--- src/rtl/mycpu_exe_stage.sv ---
// rtl/mycpu_exe_stage.sv - execute stage: latches one instruction, drives the ALU, flags overflow
// Only the valid flag is cleared by flush; the fields may still load and are simply ignored.
module mycpu_exe_stage #(
  parameter int         DATA_WIDTH = 32,
  parameter logic [4:0] EXCODE_OV  = 5'h0c
) (
  input  logic                  clk,
  input  logic                  reset,
  input  logic                  flush,
  input  logic                  ds_to_es_valid,
  output logic                  es_allowin,
  input  logic [31:0]           ds_pc,
  input  logic [3:0]            ds_alu_op,
  input  logic [DATA_WIDTH-1:0] ds_src1,
  input  logic [DATA_WIDTH-1:0] ds_src2,
  input  logic [DATA_WIDTH-1:0] ds_imm,
  input  logic                  ds_src2_is_imm,
  input  logic                  ds_ov_en,
  input  logic                  ds_gr_we,
  input  logic [4:0]            ds_dest,
  input  logic                  ds_mem_we,
  input  logic                  ds_mem_re,
  output logic [DATA_WIDTH-1:0] alu_a,
  output logic [DATA_WIDTH-1:0] alu_b,
  output logic [3:0]            alu_op,
  input  logic [DATA_WIDTH-1:0] alu_result,
  input  logic                  alu_overflow,
  input  logic                  ms_allowin,
  output logic                  es_to_ms_valid,
  output logic [31:0]           es_pc,
  output logic [DATA_WIDTH-1:0] es_alu_result,
  output logic [DATA_WIDTH-1:0] es_store_data,
  output logic                  es_gr_we,
  output logic                  es_mem_we,
  output logic                  es_mem_re,
  output logic [4:0]            es_dest,
  output logic                  es_ex,
  output logic [4:0]            es_excode,
  output logic [4:0]            es_fwd_dest,
  output logic                  es_fwd_is_load
);

  logic                  es_valid_d, es_valid_q;
  logic [31:0]           pc_d, pc_q;
  logic [3:0]            alu_op_d, alu_op_q;
  logic [DATA_WIDTH-1:0] src1_d, src1_q;
  logic [DATA_WIDTH-1:0] src2_d, src2_q;
  logic [DATA_WIDTH-1:0] imm_d, imm_q;
  logic                  src2_is_imm_d, src2_is_imm_q;
  logic                  ov_en_d, ov_en_q;
  logic                  gr_we_d, gr_we_q;
  logic [4:0]            dest_d, dest_q;
  logic                  mem_we_d, mem_we_q;
  logic                  mem_re_d, mem_re_q;
  logic                  load_en;

  assign es_allowin = !es_valid_q || ms_allowin;
  assign load_en    = ds_to_es_valid && es_allowin;

  always_comb begin
    es_valid_d    = es_valid_q;
    pc_d          = pc_q;
    alu_op_d      = alu_op_q;
    src1_d        = src1_q;
    src2_d        = src2_q;
    imm_d         = imm_q;
    src2_is_imm_d = src2_is_imm_q;
    ov_en_d       = ov_en_q;
    gr_we_d       = gr_we_q;
    dest_d        = dest_q;
    mem_we_d      = mem_we_q;
    mem_re_d      = mem_re_q;
    if (flush) begin
      es_valid_d = 1'b0;
    end else if (es_allowin) begin
      es_valid_d = ds_to_es_valid;
    end
    if (load_en) begin
      pc_d          = ds_pc;
      alu_op_d      = ds_alu_op;
      src1_d        = ds_src1;
      src2_d        = ds_src2;
      imm_d         = ds_imm;
      src2_is_imm_d = ds_src2_is_imm;
      ov_en_d       = ds_ov_en;
      gr_we_d       = ds_gr_we;
      dest_d        = ds_dest;
      mem_we_d      = ds_mem_we;
      mem_re_d      = ds_mem_re;
    end
  end

  always_ff @(posedge clk) begin
    if (reset) begin
      es_valid_q    <= 1'b0;
      pc_q          <= '0;
      alu_op_q      <= '0;
      src1_q        <= '0;
      src2_q        <= '0;
      imm_q         <= '0;
      src2_is_imm_q <= 1'b0;
      ov_en_q       <= 1'b0;
      gr_we_q       <= 1'b0;
      dest_q        <= '0;
      mem_we_q      <= 1'b0;
      mem_re_q      <= 1'b0;
    end else begin
      es_valid_q    <= es_valid_d;
      pc_q          <= pc_d;
      alu_op_q      <= alu_op_d;
      src1_q        <= src1_d;
      src2_q        <= src2_d;
      imm_q         <= imm_d;
      src2_is_imm_q <= src2_is_imm_d;
      ov_en_q       <= ov_en_d;
      gr_we_q       <= gr_we_d;
      dest_q        <= dest_d;
      mem_we_q      <= mem_we_d;
      mem_re_q      <= mem_re_d;
    end
  end

  // ALU inputs come only from latched fields so a stalled result stays stable
  assign alu_a  = src1_q;
  assign alu_b  = src2_is_imm_q ? imm_q : src2_q;
  assign alu_op = alu_op_q;

  assign es_to_ms_valid = es_valid_q && !flush;
  assign es_pc          = pc_q;
  assign es_alu_result  = alu_result;
  assign es_store_data  = src2_q;
  assign es_dest        = dest_q;

  assign es_ex     = es_valid_q && ov_en_q && alu_overflow;
  assign es_excode = es_ex ? EXCODE_OV : 5'd0;

  // A trapping instruction must not commit any architectural side effect
  assign es_gr_we  = es_valid_q && gr_we_q && !es_ex;
  assign es_mem_we = es_valid_q && mem_we_q && !es_ex;
  assign es_mem_re = es_valid_q && mem_re_q && !es_ex;

  assign es_fwd_dest    = es_gr_we ? dest_q : 5'd0;
  assign es_fwd_is_load = es_valid_q && mem_re_q;

endmodule
--- config.mk ---
export PLATFORM = sky130hd
export DESIGN_NAME = mycpu_exe_stage
export DESIGN_NICKNAME = d
export VERILOG_FILES = /design/src/rtl/mycpu_exe_stage.sv
export SDC_FILE = /design/constraint.sdc
export NUM_CORES = 1
export LEC_CHECK = 0
export BUFFER_PORTS_ARGS = -buffer_cell sky130_fd_sc_hd__buf_4
export CORE_AREA = 2 2 143 145
export DETAILED_ROUTE_END_ITERATION = 10
export DIE_AREA = 0 0 145 147
export PLACE_DENSITY = 0.67
export SLEW_MARGIN = 25
export SYNTH_ARGS = -nofsm -noshare
export SYNTH_HDL_FRONTEND = slang
export SYNTH_SLANG_ARGS = --single-unit
export TNS_END_PERCENT = 10
--- constraint.sdc ---
create_clock -name clk -period 2.35 [get_ports clk]
set_clock_uncertainty 0.05 [all_clocks]
set_input_delay 0.235 -clock clk [delete_from_list [all_inputs] [get_ports clk]]
set_output_delay 0.235 -clock clk [all_outputs]
set_load 0.05 [all_outputs]
==> reports/metrics.cfg <==
[placement]
placed_area_sq_mm=0.00937
place.gp.congestion=0.754
hpwl_mm=13.8
port_buffers=298

[floorplanning]
io_pins=366
rows=52
dieArea_sq_mm=0.0213
core_sq_mm=0.0198
start_util=0.367
fp.dieW_um=145
die_h_um=147

[logic_synthesis]
ys_ff_latch=143
synthSimpleGateAreaFrac=0.126
synth_mux_area_frac=0.0495
ys_types=23
syn_inst=738
ys_seq_area_frac=0.393
yosys.area_share.xor_xnor=0
synth_area_leaders=dfxtp_1 (39%), a21bo_1 (16%), a21oi_2 (12%)
synth_top_family_by_area=compound AO/OA/AOI/OAI gates
synth_area_sq_mm=0.00728
yosysWarnings=0
avgSynthCellArea_sq_um=9.86
synth_compound_area_frac=0.329
synth.top_cell.area_share=0.393
synth_top_cell_by_area=dfxtp_1
synthAdderAreaFrac=0

[global_routing]
grt.busiest_layer=met2
grtUsageMet3=0.0624
grt_pass1_wl_mm=32.3
grt_antenna_before_repair=0
first_global_vias=6037
grt_overflow=0
grt_max_degree=94
track_usage=0.186
use_met2=0.302
met1_usage=0.231

[detailed_routing]
routedWlPerCell_um=16.4
drt-initial-drc-count=305
vias=6137
totalWireLength_mm=20.3
drc=0
detail-route-antenna-nets=0
vias_per_cell=4.97
dr.pass1.iters=5

[clock_tree]
h-tree-depth=4
cts_buffers=17
root_buffer=clkbuf_16
cts_resized=0
cts_tree=built
numClockSinks=143
clkLatencyLatePin_ps=410
clk_path_buf_depth=2
worst_setup_hold_path_clk_slew_ps=60

[cells_and_area]
drive_gt1_frac=0.508
area_growth_pct=37.3
fin_nets=1133
stdcell_area_sq_mm=0.00999
antenna-diode-count=0

[worst_setup_path]
cp.required_ps=2070
cp_max_fo=31
crit_path_end_kind=output pin
crit_arrival_ps=1640
worst_setup_path_start_kind=flip-flop
path_class=reg2out

[sta]
tns_ps=0
min_period_ps=1930
slew_headroom=0.663
final-setup-viol-count=0
worst_pin_slew_ps=506
hold_viol=0
rsz0062_at_grt=no
post-route-period-util=0.820
slew_viol_final=0
fmax_ghz=0.519

[pwr]
leakage_nw=4.28
ir_drop_mv=0.482
power.density_mw_per_mm2=701
power_mw=7.01

[flow_run]
maxCapViolCount=0

[min_path]
worst_hold_path_type=in2reg

[status]
status=completed

-- cells in the final DEF, fill, tap and decap left out, drive strengths merged, types with 4 or more instances in the layout --
cell    netlist  layout
nand4b       12      12
and2          6       6
clkbuf       40      21
o21ai        12      12
mux2         32      32
a21bo       130     130
a21oi       130     130
and3          4       4
clkinv        0       4
buf          80     312
nand2b       13      13
nand3       130     130
dfxtp       143     143
-- stage by stage --
| stage | setup slack [ps] | utilization | std cells | hold WS (ps) |
|---|---|---|---|---|
| 6_report | 424 | 0.504 | 1236 | 24.8 |
| 5_1_grt | 326 | 0.504 | 1236 | 28.9 |
| 3_3_place_gp | 818 | 0.472 | 1203 | 358 |
| 2_1_floorplan | 670 | - | 740 | 258 |
| 4_1_cts | 412 | 0.504 | 1236 | 10.1 |
| 3_5_place_dp | 772 | 0.472 | 1203 | 361 |
-- power by group --
| part | internal [mW] | switching (mW) | leakage (nW) |
|---|---|---|---|
| combinational | 0.597 | 0.929 | 2.80 |
| sequential | 2.57 | 0.0908 | 1.18 |
| clock | 1.73 | 1.09 | 0.293 |
-- flip-flops by register name (all words and copies together), names as in the netlist --
signal and count:
es_dest 5, alu_a 32, src2_is_imm_q 1, alu_op 4, imm_q 32, mem_we_q 1
mem_re_q 1, es_pc 32, es_valid_q 1, es_store_data 32, ov_en_q 1, gr_we_q 1
-- layout make-up --
| type | count | area, sq um |
|---|---|---|
| clock inverter | 12 | 158 |
| timing repair buffer | 314 | 2480 |
| inverter | 1 | 3.75 |
| fill | 1890 | 9850 |
| tap | 270 | 338 |
| multi-input combinational | 476 | 3690 |
| sequential | 143 | 2860 |
| clock buffer | 20 | 457 |
-- synthesized netlist by cell type --
library cell and n:
a211oi_1 1, a21bo_1 116, a21bo_2 14, a21oi_1 30
a21oi_2 100, and2_1 6, and3_1 4, and4_1 1
buf_1 4, buf_2 23, buf_4 38, buf_6 15
clkbuf_1 40, conb_1 1, dfxtp_1 143, inv_1 1
mux2_2 32, nand2_1 1, nand2b_1 13, nand3_1 130
nand4b_1 12, nor2b_1 1, o21ai_0 12
-- per-layer routing --
layer	routed length (um)	share of wire	vias up
met4	389	0.019	0
met3	1480	0.073	35
li1	-	-	3030
met2	9690	0.48	203
met5	0	0	-
met1	8760	0.43	2869
-- worst max-delay path, cell delays in order, from the launching register on --
cell	delay, ps
dfxtp_1	410
buf_12	220
mux2_2	360
buf_4	190
-- final timing paths --
check / from / endpoint / slack, ps / cells past startpoint
max reg2reg: es_valid_q / es_store_data[9] / 770 / 4
max: src2_is_imm_q / alu_b[5] / 420 / 3
min: ds_ov_en / ov_en_q / 20 / 3
min reg2reg: imm_q[31] / imm_q[31] / 430 / 2
-- cells by family after synthesis --
logic type	count (synthesis)
muxes	32
buffers and inverters	121
AOI/OAI and AO/OA	273
other	1
and+or+nand+nor	168
DFF	143
-- what timing repair did --
| action | in CTS | in global routing |
|---|---|---|
| setup buffers | 0 | 0 |
| endpoints found under the hold margin | 1 | 0 |
| hold buffers | 1 | 0 |
(Power assumes the default switching activity.)
